File: src/rtl/legv8_control_sequencer.sv
// LEGv8 multi-cycle control sequencer: latches the fetched instruction and
// drives the datapath control word through FETCH/EXEC/MEM/BRCHK/HALT.
module legv8_control_sequencer #(
   parameter logic [4:0] FS_ADD  = 5'b01000,
   parameter logic [4:0] FS_SUB  = 5'b01001,
   parameter logic [1:0] PS_HOLD = 2'b00,
   parameter logic [1:0] PS_INC  = 2'b01,
   parameter logic [1:0] PS_BR   = 2'b11,
   parameter logic [1:0] ZBIT    = 2'd0
) (
   input  logic        CLK,
   input  logic        RST,
   input  logic        run,
   input  logic [31:0] inst,
   input  logic [3:0]  PRESTAT,
   output logic [4:0]  SA,
   output logic [4:0]  SB,
   output logic [4:0]  DA,
   output logic [4:0]  FS,
   output logic [63:0] K,
   output logic        WR,
   output logic        C0,
   output logic        M,
   output logic        SFL,
   output logic        EN_ALU,
   output logic        EN_ADDR_ALU,
   output logic        EN_B,
   output logic        EN_PC,
   output logic        EN_ADDR_PC,
   output logic        PC_SEL,
   output logic        BR_SEL,
   output logic [1:0]  PS,
   output logic        RCS,
   output logic        RWE,
   output logic        ROE,
   output logic        halted,
   output logic        illegal,
   output logic [15:0] icount
);

   typedef enum logic [2:0] {S_FETCH, S_EXEC, S_MEM, S_BRCHK, S_HALT} state_t;
   typedef enum logic [3:0] {
      OP_ADD, OP_SUB, OP_ADDI, OP_LDUR, OP_STUR, OP_B, OP_CBZ, OP_HALT, OP_ILL
   } op_t;

   state_t      r_state;
   state_t      w_next;
   logic [31:0] r_ir;
   logic        r_illegal;
   logic [15:0] r_icount;
   op_t         w_op;
   logic        w_retire;
   logic        w_set_ill;
   logic        w_wr;
   logic [4:0]  w_rd;
   logic [4:0]  w_rn;
   logic [4:0]  w_rm;
   logic        w_unused;

   assign w_rd     = r_ir[4:0];
   assign w_rn     = r_ir[9:5];
   assign w_rm     = r_ir[20:16];
   assign w_unused = ^PRESTAT;

   always_comb begin
      w_op = OP_ILL;
      if (r_ir == '0)                              w_op = OP_HALT;
      else if (r_ir[31:21] == 11'b10001011000)     w_op = OP_ADD;
      else if (r_ir[31:21] == 11'b11001011000)     w_op = OP_SUB;
      else if (r_ir[31:22] == 10'b1001000100)      w_op = OP_ADDI;
      else if (r_ir[31:21] == 11'b11111000010)     w_op = OP_LDUR;
      else if (r_ir[31:21] == 11'b11111000000)     w_op = OP_STUR;
      else if (r_ir[31:26] == 6'b000101)           w_op = OP_B;
      else if (r_ir[31:24] == 8'b10110100)         w_op = OP_CBZ;
   end

   always_ff @(posedge CLK or negedge RST) begin
      if (!RST) begin
         r_state   <= S_FETCH;
         r_ir      <= '0;
         r_illegal <= 1'b0;
         r_icount  <= '0;
      end else begin
         r_state <= w_next;
         if (r_state == S_FETCH && run) r_ir <= inst;
         if (w_set_ill) r_illegal <= 1'b1;
         if (w_retire)  r_icount  <= r_icount + 16'd1;
      end
   end

   always_comb begin
      w_next      = r_state;
      w_retire    = 1'b0;
      w_set_ill   = 1'b0;
      w_wr        = 1'b0;
      SA          = '0;
      SB          = '0;
      DA          = '0;
      FS          = '0;
      K           = '0;
      C0          = 1'b0;
      M           = 1'b0;
      SFL         = 1'b0;
      EN_ALU      = 1'b0;
      EN_ADDR_ALU = 1'b0;
      EN_B        = 1'b0;
      EN_PC       = 1'b0;
      EN_ADDR_PC  = 1'b0;
      PC_SEL      = 1'b0;
      BR_SEL      = 1'b0;
      PS          = PS_HOLD;
      RCS         = 1'b0;
      RWE         = 1'b0;
      ROE         = 1'b0;

      // Rn + simm9 address path; MEM repeats it so the RAM address stays stable
      if (r_state == S_MEM ||
          (r_state == S_EXEC && (w_op == OP_LDUR || w_op == OP_STUR))) begin
         SA          = w_rn;
         M           = 1'b1;
         K           = {{55{r_ir[20]}}, r_ir[20:12]};
         FS          = FS_ADD;
         EN_ADDR_ALU = 1'b1;
         RCS         = 1'b1;
      end

      case (r_state)
         S_FETCH: if (run) w_next = S_EXEC;
         S_EXEC: begin
            w_next   = S_FETCH;
            w_retire = 1'b1;
            case (w_op)
               OP_ADD, OP_SUB: begin
                  SA     = w_rn;
                  SB     = w_rm;
                  DA     = w_rd;
                  FS     = (w_op == OP_SUB) ? FS_SUB : FS_ADD;
                  C0     = (w_op == OP_SUB);
                  EN_ALU = 1'b1;
                  w_wr   = 1'b1;
                  SFL    = 1'b1;
                  PS     = PS_INC;
               end
               OP_ADDI: begin
                  SA     = w_rn;
                  DA     = w_rd;
                  M      = 1'b1;
                  K      = {52'd0, r_ir[21:10]};
                  FS     = FS_ADD;
                  EN_ALU = 1'b1;
                  w_wr   = 1'b1;
                  PS     = PS_INC;
               end
               OP_LDUR: begin
                  ROE      = 1'b1;
                  w_retire = 1'b0;
                  w_next   = S_MEM;
               end
               OP_STUR: begin
                  SB   = w_rd;
                  EN_B = 1'b1;
                  RWE  = 1'b1;
                  PS   = PS_INC;
               end
               OP_B: begin
                  K      = {{38{r_ir[25]}}, r_ir[25:0]};
                  BR_SEL = 1'b1;
                  PC_SEL = 1'b1;
                  PS     = PS_BR;
               end
               OP_CBZ: begin
                  SA       = r_ir[4:0];
                  M        = 1'b1;
                  FS       = FS_ADD;
                  SFL      = 1'b1;
                  w_retire = 1'b0;
                  w_next   = S_BRCHK;
               end
               OP_HALT: begin
                  w_retire = 1'b0;
                  w_next   = S_HALT;
               end
               default: begin
                  PS        = PS_INC;
                  w_set_ill = 1'b1;
               end
            endcase
         end
         S_MEM: begin
            ROE      = 1'b1;
            DA       = w_rd;
            w_wr     = 1'b1;
            PS       = PS_INC;
            w_retire = 1'b1;
            w_next   = S_FETCH;
         end
         S_BRCHK: begin
            K = {{45{r_ir[23]}}, r_ir[23:5]};
            if (PRESTAT[ZBIT]) begin
               BR_SEL = 1'b1;
               PC_SEL = 1'b1;
               PS     = PS_BR;
            end else begin
               PS = PS_INC;
            end
            w_retire = 1'b1;
            w_next   = S_FETCH;
         end
         S_HALT:  w_next = S_HALT;
         default: w_next = S_FETCH;
      endcase
   end

   // X31 reads as XZR, so a write to it is dropped
   assign WR      = w_wr & (DA != 5'd31);
   assign halted  = (r_state == S_HALT);
   assign illegal = r_illegal;
   assign icount  = r_icount;

endmodule

File: config.mk
export PLATFORM = sky130hd
export DESIGN_NAME = legv8_control_sequencer
export DESIGN_NICKNAME = d
export VERILOG_FILES = /design/src/rtl/legv8_control_sequencer.sv
export SDC_FILE = /design/constraint.sdc
export NUM_CORES = 1
export LEC_CHECK = 0
export CORE_MARGIN = 2
export CORE_UTILIZATION = 42
export DETAILED_ROUTE_END_ITERATION = 12
export MAX_ROUTING_LAYER = met4
export PLACE_DENSITY = 0.79
export SYNTH_ARGS = -nofsm -noshare
export SYNTH_HDL_FRONTEND = slang
export SYNTH_SLANG_ARGS = --single-unit
File: constraint.sdc
create_clock -name CLK -period 4.4 [get_ports CLK]
set_input_delay 0.88 -clock CLK [delete_from_list [all_inputs] [get_ports CLK]]
set_output_delay 0.88 -clock CLK [all_outputs]
set_load 0.02 [all_outputs]
Word-level counts from Yosys, hierarchy flattened
Cells that the tools add are included.
{ "op_classes": {"addsub": 1, "eq_ne": 20, "mux": 49, "n_bitwise": 1, "n_reduce_logical": 14} }
{ "ops": {"columns": ["cell", "count"], "rows": [
  ["$pmux 64 s2", 2],
  ["$mux 64", 1],
  ["$eq 11x11->1 const B", 4],
  ["$pmux 5 s2", 4],
  ["$mux 4", 9],
  ["$logic_not 32->1", 1],
  ["$mux 5", 5],
  ["$mux 1", 18],
  ["$pmux 3 s3", 2],
  ["$add 16x1->16 const B", 1],
  ["$eq 4x3->1 const B", 4],
  ["$eq 10x10->1 const B", 1],
  ["$reduce_or 3->1", 3],
  ["$eq 4x2->1 const B", 2],
  ["$eq 8x8->1 const B", 1],
  ["$pmux 1 s2", 4],
  ["$reduce_or 8->1", 1],
  ["$eq 3x2->1 const B", 2],
  ["$eq 6x3->1 const B", 1],
  ["$pmux 2 s3", 1],
  ["$reduce_or 2->1", 3],
  ["$ne 5x5->1 const B", 1],
  ["$eq 4x1->1 const B", 1],
  ["$logic_not 4->1", 1],
  ["other kinds (10)", 12]
]} }
{ "totals": {"regBits": 52, "in_bits": 39, "out_inout_bits": 118, "word_cells": 89} }

Longest topological paths before layout
{ "depth": {"word_depth": 16, "depth_mapped": 10, "ltp_nobuf": 7} }

Least setup slack after synthesis
Ideal clock, no wire load.
{ "synth_path": {"path_kind": "register -> output", "startpoint": "register r_ir[27]", "endpoint": "output port K[26]", "arrival_time_ps": 2814, "required_ps": 3520, "slack_ps": 706, "stages_incl_launch_ff": 10, "path_buffers": 4, "cell_sequence": "dfrtp_1 -> nor4_1 -> and3_1 -> clkbuf_1 -> and2_1 -> clkbuf_1 -> clkbuf_1 -> nand2_1 -> nand2_1 -> buf_4"} }
{ "synth_between": {"elab_chain_cells": 16, "elab_cells_between_ends": 26, "classes_between": "eq/ne (11); mux (11); reduce/logical (4)"} }
{ "synth_lines": {"columns": ["item", "line", "text"], "rows": [
  ["start: declaration", "48", "logic [31:0] r_ir;"],
  ["start signal: assignment", "85", "if (r_state == S_FETCH && run) r_ir <= inst;"],
  ["$eq 8x8->1", "74", "else if (r_ir[31:24] == 8'b10110100) w_op = OP_CBZ;"],
  ["$mux 4", "74", null],
  ["$mux 4", "73", "else if (r_ir[31:26] == 6'b000101) w_op = OP_B;"],
  ["$mux 4", "72", "else if (r_ir[31:21] == 11'b11111000000) w_op = OP_STUR;"],
  ["$mux 4", "71", "else if (r_ir[31:21] == 11'b11111000010) w_op = OP_LDUR;"],
  ["$mux 4", "70", "else if (r_ir[31:22] == 10'b1001000100) w_op = OP_ADDI;"],
  ["$mux 4", "69", "else if (r_ir[31:21] == 11'b11001011000) w_op = OP_SUB;"],
  ["$mux 4", "68", "else if (r_ir[31:21] == 11'b10001011000) w_op = OP_ADD;"],
  ["$mux 4 (*)", "67", "if (r_ir == '0) w_op = OP_HALT;"],
  ["$eq 4x2->1 / $eq 4x3->1 (equally long branches)", "118", "(r_state == S_EXEC && (w_op == OP_LDUR || w_op == OP_STUR))) begin"],
  ["$logic_or 1x1->1", "118", null],
  ["$logic_and 1x1->1", "118", null],
  ["$logic_or 1x1->1", "117", "if (r_state == S_MEM ||"],
  ["$mux 64", "117", null],
  ["$pmux 64 s2", "132", "case (w_op)"],
  ["$pmux 64 s2 (*)", "127", "case (r_state)"],
  ["end: declaration", "20", "output logic [63:0] K,"]
]} }
Mark *: on every way between the ends. The rest lies on a longest branch, timed or not.

Worst setup path in the final report
{ "layout_path": {"startpoint": "register r_ir[23]", "endpoint": "output port K[13]"} }
{ "layout_between": {"elab_chain_cells": 14, "elab_cells_between_ends": 22, "classes_between": "eq/ne (9); mux (9); reduce/logical (4)"} }
{ "layout_lines": {"columns": ["item", "line"], "rows": [
  ["$eq 11x11->1", "72"],
  ["$mux 4", "72"],
  ["$mux 4", "71"],
  ["$mux 4", "70"],
  ["$mux 4", "69"],
  ["$mux 4", "68"],
  ["$mux 4 (*)", "67"],
  ["$eq 4x2->1 / $eq 4x3->1 (equally long branches)", "118"],
  ["$logic_or 1x1->1", "118"],
  ["$logic_and 1x1->1", "118"],
  ["$logic_or 1x1->1", "117"],
  ["$mux 64", "117"],
  ["$pmux 64 s2", "132"],
  ["$pmux 64 s2 (*)", "127"]
]} }
Marked as above.

==> impl_metrics.toml <==
[run_status]
status = "finished, final reports clean"

[yosys]
synthDistinctLibCells = 48
synthCells = 354
synth-seq-cells = 52
async_flop_share_pct = 100
synth.area.top_cells = "dfrtp_1, buf_4, mux2_2, nand2_1, a22oi_1"
synth_edf_count = 0
synth_top_area_cell = "dfrtp_1"
synth_top_area_share_pct = 38.1
synth_common_cells = "dfrtp_1, buf_4, nand2_1"
syn_avg_cell_area_um2 = 9.65
syn_area_um2 = 3410
yosys_warnings = 0
yosysSeqAreaShare_pct = 38.1
synth.most_common_cell = "dfrtp_1"
synth-main-ff-cell = "dfrtp_1"

[layout]
drive_gt1_share_pct = 14.9
nets = 496
area_growth_pct = 39.7
n_antenna_cell = 0
final_area_um2 = 4770

[drt]
ant_nets = 0
via_count = 3125
drt-initial-drc-count = 248
drt_wl_total_um = 9910
drc_errors = 0
avgRoutedWirePerCell_um = 17.7
drt-vias-per-instance = 5.59
dr.pass1.iters = 5

[floorplanning]
die_h_um = 94.2
start_util_pct = 43.7
num_rows = 32
die_area_um2 = 8870
ios = 157
die_w_um = 94.2
core_um2 = 7810

[sta]
min_period_over_period_pct = 95.7
whs_ns = 0.464
final.setup.tns_ns = 0
relSlewSlack_pct = 48.9
hold_viol = 0
worstMarginPinSlew_ns = 0.767
clock_skew_ns = 0.00952
period_needed_ns = 4.21
rsz0062_at_grt = "false"
setup_viol_count_final = 0
slew_violations = 0
max_freq_mhz = 237

[clock_tree]
cts.path.max_buffers = 2
clk_pin_slew_ns = 0.10
h-tree-depth = 2
numCtsBuffers = 5
cts_tree = "yes"
insertion_delay_ns = 0.31
hold_buffers = 0
postCtsSetupBuffers = 0
cts_num_sinks = 52
root_buffer = "clkbuf_8"

[placement]
io_buffers = 148
place_congestion = 0.885
dpl_cell_area_um2 = 4670
hpwl_um = 7380

[critical_path]
path_class = "flip-flop to primary output"
critical_path.slowest_cell = "or4_4"
required_ns = 3.52
critical-path-max-stage-delay_ns = 0.61
crit_chain = "or4_4 -> or3b_1 -> o21ai_4 -> and2_1 -> a221o_2 -> clkdlybuf4s50_1"
path_delay_family = "simple AND/OR/NAND/NOR gates"
start_kind = "flip-flop"
cp.buffers_inverters = 1
crit_path_end_kind = "primary output"
crit_arrival_ns = 3.33
path_max_fanout = 11

[worst_hold_path]
min_path_type = "flip-flop to flip-flop"

[power_and_ir_drop]
power_density_nw_per_um2 = 262
ir_drop_mv = 0.328
p_leak_nw = 1.97

[global_route]
antenna_found_initial = 0
grtUsageTotal_pct = 23.2
grt_pass1_vias = 2958
grt_max_degree = 40
gr-total-overflow = 0
grt_pass1_wl_um = 15700

[run]
max_cap_violations = 0
[report_power, final]
part / switching, W / total (W) / internal, W
combinational: 0.000130 / 0.000292 / 0.000162
clock: 0.000170 / 0.000285 / 0.000114
sequential: 0.000125 / 0.000673 / 0.000548
[layer usage]
metal | track usage (%) | wire length (um)
met2 | 37.5 | 4730
met3 | 5.54 | 1000
met4 | 7.13 | 187
met5 | - | 0
met1 | 29.1 | 3990
[registers in the layout, summed over array words and instances (netlist names)]
register / count
icount: 16
r_ir: 32
r_state: 3
illegal: 1
[cells by family after synthesis]
group                    Yosys count  synth area share (%)
AO/OA/AOI/OAI                     67                  14.8
XOR/XNOR                          15                  3.85
adder cells (fa/ha/maj)            1                 0.366
buffers and inverters             68                  13.1
flip-flops                        52                  38.1
multiplexers                      32                  10.6
other                              1                 0.110
AND/OR/NAND/NOR                  118                  19.1
[placed cells by master, fill, tap and decap left out, types with 8 or more instances in the layout]
cell type        count
nand2_1             36
and2_1              10
a22oi_1             16
nor3_1               8
nor2_1              17
a22o_1              11
o21ai_0             13
mux2_2              32
xnor2_1              9
buf_4                9
dfrtp_1             52
clkdlybuf4s50_1    147
[cell type report]
class,count,area [um^2]
Clock buffer,5,68.8
Clock inverter,3,22.5
Fill cell,685,3040
Inverter,1,3.75
Multi-Input combinational cell,238,1690
Sequential cell,52,1300
Tap cell,102,128
Timing Repair Buffer,158,1560
[per-stage QoR]
stage	setup slack (ns)	cells	util, %	total power (W)
final	0.187	559	61.1	0.00125
after global routing	0.0397	559	61.1	0.00131
after CTS	0.161	559	61.0	0.00126
after detailed placement	0.521	551	59.9	0.000970
after global placement	0.538	551	59.9	0.000960
after floorplan	0.706	358	-	0.000811
[worst reg2reg max path: cells and delay by family, from the launching register on]
family          cells  cell delay [ns]
xor+xnor            1             0.13
compound gates      1             0.40
flops               1             0.44
simple gates        4             1.39
buf+inv             1             0.17
[path summary, 6_finish.rpt]
kind,cells past startpoint,start,slack (ns),endpoint
min in group asynchronous,1,RST,0.63,r_ir[7]
hold reg to reg,1,illegal,0.46,illegal
setup reg to reg,7,r_ir[27],1.75,icount[5]
setup / recovery,6,r_ir[23],0.19,K[13]
hold / removal,1,illegal,0.46,illegal
max in group asynchronous,2,RST,3.01,r_ir[28]
[repair_timing]
item                                   CTS  global route
endpoints found under the hold margin    0             0
setup endpoints to repair                0            46
resized for setup                        0             2
(Power assumes the default switching activity.)
==> RTL edit 1 (same flow settings) <==
Make the reset (`RST`) synchronous in one clocked block.
--- a/src/rtl/legv8_control_sequencer.sv
+++ b/src/rtl/legv8_control_sequencer.sv
@@ -74,7 +74,7 @@
       else if (r_ir[31:24] == 8'b10110100)         w_op = OP_CBZ;
    end
 
-   always_ff @(posedge CLK or negedge RST) begin
+   always_ff @(posedge CLK) begin
       if (!RST) begin
          r_state   <= S_FETCH;
          r_ir      <= '0;
Formal check against the unedited RTL: differs if RST is asserted again (counterexample within 4 cycles, from zero or initial values and one cycle with RST low); with RST held inactive, the same outputs for 10 cycles.
==> RTL edit 1 against the unedited design <==
- design area increased by 2.3%
- first-iteration DRC count decreased by 7.7%
- critical endpoint is now K[42]
- register-to-register slack improved by 240 ps
- power decreased by 22%
- synthesized area increased by 2.2%
- wire length increased by 12%
- combinational power decreased by 43%
- sequential cell count unchanged
- clock power increased by 2%
- setup slack improved by 2.5 ps
- critical path depth increased by 3
==> RTL edit 1: results (changes against the unedited design) <==
| Metric | Value |
|---|---|
| Initial antenna violation count | `0 (unchanged)` |
| Seq/Total Area, Yosys | `0.298 (-0.0829)` |
| Clk buf depth | `2 (unchanged)` |
| Critical path's largest stage delay | `650 ps (+40 ps)` |
| Met1 GRT Util | `0.275 (-0.0154)` |
| Post-CTS Setup Bufs | `0 (unchanged)` |
| Pre-CTS worst setup slack | `478 ps (-43.0 ps)` |
| H-tree lvl count | `2 (unchanged)` |
| Synth cell count leaders | `nand2_1 (78), a21oi_1 (63), dfxtp_1 (52)` |
| Routed WL per cell | `16.4 um (-7.4%)` |
| Min-Delay Path Class | `flop to flop` |
| Max reg flops | `32 (unchanged)` |
| Vias | `3773 (+21%)` |
| CTS buffer count | `5 (unchanged)` |
| Share of cells above drive strength 1 | `0.0719 (-0.0769)` |
| Synth top area cells | `dfxtp_1 (30%), buf_4 (9.9%), a21oi_1 (9.0%)` |
| Crit-path slowest cell | `clkdlybuf4s50_1` |
| Clock Latency Late Sink | `300 ps` |
| GPL Wtd Cong | `0.917 (+3.6%)` |
| Number of global-route vias before repair | `3441 (+16%)` |
| Antenna cell count | `0 (unchanged)` |
| Count of buffers from port buffering | `148 (unchanged)` |
| Final nets | `609 (+23%)` |
| CTS Root Cell | `clkbuf_8` |
| GRT Util Overall | `0.241 (+0.00831)` |
| Crit path max fanout | `39 (+28)` |
| Hpwl dp | `8410 um (+14%)` |
| Outcome | `finished clean` |
| Relative slew slack | `0.448 (-0.0409)` |
| First-pass DRT Iterations | `4 (-1)` |
| CTS resizes | `0 (unchanged)` |
| # fillers | `750 (+9.5%)` |
| Cell Area, Placed | `0.00478 sq mm (+2.2%)` |
| Met3 Use GR | `0.0387 (-0.0166)` |
| Final Max Slew Viols | `0 (unchanged)` |
| Initial detailed-routing violation count | `229 (-7.7%)` |
| Post-synth ARST share | `0 (-1.00)` |
| Yosys warnings | `0 (unchanged)` |
| Met2 Use GR | `0.433 (+0.0581)` |
| Biggest register | `r_ir` |
| Largest net degree at the start of global routing | `40 (unchanged)` |
| Final setup skew | `4.15 ps (-5.37 ps)` |
| Reg clk slew, reported paths | `100 ps (about the same)` |
| Worst vdd ir | `0.141 mV (-57%)` |
| Synth unique cells | `58 (+21%)` |
| Pleak | `1.70 nW (-13%)` |
| First-pass GRT wire length | `16800 um (+7.2%)` |
-- RTL edit 1: cell count changes after synthesis, moves of 12 or more --
cell     change
mux2_2      -32
o21ai_0     +12
dfrtp_1     -52
nand2_1     +42
a21oi_1     +58
dfxtp_1     +52
-- RTL edit 1: through the flow --
stage	power (mW)	cells	util	hold slack, ps
6_report	0.979	675	0.600	482
5_1_grt	1.02	675	0.600	540
4_1_cts	0.986	675	0.599	492
3_5_place_dp	0.699	667	0.587	472
3_3_place_gp	0.695	667	0.587	457
2_1_floorplan	0.625	474	-	466
-- RTL edit 1: per-layer routing --
metal  vias to the layer above  part of all wire
met5                         -                 0
met4                         0             0.015
met3                        21             0.087
met2                       185              0.51
met1                      1740              0.39
li1                       1827                 -
-- RTL edit 1: cell families after synthesis --
group / synth area share
simple gates: 0.283
compound gates: 0.250
buf+inv: 0.141
flops: 0.298
xor+xnor: 0.0201
fa+ha+maj: 0.00358
other cells: 0.00107
mux: 0.00287
-- RTL edit 1: layout make-up --
type                            count  area [sq um]  area share
Clock buffer                        6          82.6      0.0169
Timing Repair Buffer              164          1610       0.330
Clock inverter                      2          13.8     0.00282
Multi-Input combinational cell    342          1990       0.407
Tap cell                          105           131      0.0269
Sequential cell                    52          1040       0.213
Inverter                            4          15.0     0.00308
-- RTL edit 1: report_power, final --
| group | internal [mW] | switching [mW] | leakage [nW] |
|---|---|---|---|
| combinational | 0.0755 | 0.0897 | 1.23 |
| sequential | 0.491 | 0.0336 | 0.425 |
| clock | 0.129 | 0.161 | 0.0516 |
-- RTL edit 1: final timing paths --
kind                                start  cells past startpoint                      end  slack [ps]
hold / removal    icount[15]$_SDFFE_PN0P_                      2  icount[15]$_SDFFE_PN0P_         480
setup / recovery  r_state[0]$_SDFFE_PN0P_                      9                    K[42]         190
setup reg to reg  r_state[0]$_SDFFE_PN0P_                      6   icount[8]$_SDFFE_PN0P_        1990
hold reg to reg   icount[15]$_SDFFE_PN0P_                      2  icount[15]$_SDFFE_PN0P_         480
-- RTL edit 1: critical path: cells and delay by family, from the launching register on --
family / cells / cell delay, ps
buffers and inverters: 4 / 1280
AND/OR/NAND/NOR: 3 / 930
flip-flops: 1 / 430
AO/OA/AOI/OAI: 2 / 370
==> RTL edit 2 (config.mk and constraints unchanged) <==
Made on the original files. The parameter `PS_HOLD` goes from 2'b00 to 2'b01.
--- a/src/rtl/legv8_control_sequencer.sv
+++ b/src/rtl/legv8_control_sequencer.sv
@@ -3,7 +3,7 @@
 module legv8_control_sequencer #(
    parameter logic [4:0] FS_ADD  = 5'b01000,
    parameter logic [4:0] FS_SUB  = 5'b01001,
-   parameter logic [1:0] PS_HOLD = 2'b00,
+   parameter logic [1:0] PS_HOLD = 2'b01,
    parameter logic [1:0] PS_INC  = 2'b01,
    parameter logic [1:0] PS_BR   = 2'b11,
    parameter logic [1:0] ZBIT    = 2'd0
Check against the original RTL: not equivalent (Yosys sat finds a counterexample within 4 cycles, from zero or initial values and one cycle with RST low).
==> RTL edit 2 against the unedited design <==
- power is 6.4% higher
- largest cell class unchanged
- sequential cell count stayed put
- hold slack better by 13 ps
- design area is 1.5% higher
- fmax is 0.16% lower
- synthesized area is 2.8% higher
- highest routed layer unchanged
- wire length is 1.7% lower
- setup slack worse by 6.7 ps
==> RTL edit 2: results (changes against the unedited design) <==
| Metric | Value |
|---|---|
| CTS resizes | `0 (unchanged)` |
| Relative slew slack | `0.541 (+0.0520)` |
| Met1 GRT Util | `0.292 (+0.00108)` |
| Via density | `5.55 (-0.69%)` |
| FF-to-FF path depth | `6 (-1)` |
| Crit path max fanout | `39 (+28)` |
| Critical Path Start | `r_ir[21]$_DFFE_PN0P_` |
| Pleak | `1.97 nW (+0.17%)` |
| Number of global-route vias before repair | `2965 (+0.24%)` |
| Met2 Use GR | `0.333 (-0.0417)` |
| Critical Path AT | `3340 ps (about the same)` |
| Worst vdd ir | `0.302 mV (-8.0%)` |
| Initial detailed-routing violation count | `210 (-15%)` |
| Outcome | `finished clean` |
| Largest net degree at the start of global routing | `53 (+33%)` |
| Flop2flop setup slack | `1850 ps (+100 ps)` |
| FF-to-FF End | `icount[13]$_DFFE_PN0P_` |
| Routed WL per cell | `18.0 um (+1.4%)` |
| Count of buffers from port buffering | `147 (-0.68%)` |
| GRT Util Overall | `0.216 (-0.0160)` |
| Synth top area cells | `dfrtp_1 (37%), buf_4 (11%), mux2_2 (10%)` |
| Final setup skew | `6.06 ps (-3.46 ps)` |
| Share of cells above drive strength 1 | `0.162 (+0.0137)` |
| Synth unique cells | `52 (+8.3%)` |
| Final nets | `476 (-4.0%)` |
| Seq/Total Area, Yosys | `0.371 (-0.0103)` |
| Synth cell count leaders | `buf_4 (52), dfrtp_1 (52), mux2_2 (32)` |
| GPL Wtd Cong | `0.886 (+0.18%)` |
## RTL edit 2: cell types whose count changed after synthesis, moves of 6 or more
cell     delta
nor3_1      -7
nor2b_1     +7
nand2_1    -25
xnor2_1     -7
and2_1      -7
o21ai_0    -11
nor3_2      +7
xor2_1      +7
nor4_1      +6
a22oi_1     -7
a221o_1    +18
## RTL edit 2: cell families after synthesis
family	count (synthesis)	synth area share
adders and majority gates	1	0.00356
other	2	0.00214
buffers and inverters	68	0.132
DFF	52	0.371
xor gates and xnor gates	15	0.0374
and+or+nand+nor	100	0.184
AOI/OAI and AO/OA	66	0.163
muxes	33	0.107
## RTL edit 2: metal layers
layer / wire length (um) / share of wire
met3: 947 / 0.097
met5: 0 / 0
met1: 4110 / 0.42
met4: 116 / 0.012
met2: 4560 / 0.47
## RTL edit 2: cell type report
type,instances,share of cell area
multi-input combinational,221,0.366
timing repair buffer,154,0.314
sequential,52,0.269
tap,105,0.0271
clock buffer,6,0.0150
clock inverter,2,0.00801
inverter,2,0.00155
## RTL edit 2: per-stage QoR
stage,std cells,cell area [sq um],worst slack (ps),hold WS [ps],total power [mW]
after floorplan,341,3520,852,520,0.842
after global placement,534,4730,595,460,0.989
after detailed placement,534,4730,503,462,1.00
after CTS,542,4840,161,484,1.34
after global routing,542,4840,24.5,505,1.40
final,542,4840,181,478,1.33
## RTL edit 2: how the worst min path moves through the flow
stage | startpoint | to | cells past startpoint
finish | icount[15]$_DFFE_PN0P_ | icount[15]$_DFFE_PN0P_ | 1
global route | illegal$_DFFE_PN0P_ | illegal$_DFFE_PN0P_ | 1
CTS | illegal$_DFFE_PN0P_ | illegal$_DFFE_PN0P_ | 1
detailed placement | illegal$_DFFE_PN0P_ | illegal$_DFFE_PN0P_ | 1
global placement | illegal$_DFFE_PN0P_ | illegal$_DFFE_PN0P_ | 1
floorplan | r_ir[31]$_DFFE_PN0P_ | r_ir[31]$_DFFE_PN0P_ | 1
## RTL edit 2: critical path, cell delays in order (launching register included)
cell and delay, ps:
dfrtp_1 480, and4bb_2 390, a41oi_1 160, a2111o_1 460, a21oi_1 250, a21o_2 210, a21o_1 100, buf_4 290
clkdlybuf4s50_1 680
## RTL edit 2: report_power, final
part	internal, mW	switching, mW	leakage (nW)
registers	0.549	0.126	0.636
logic	0.177	0.144	1.28
clock network	0.172	0.161	0.0558
total	0.899	0.431	1.97
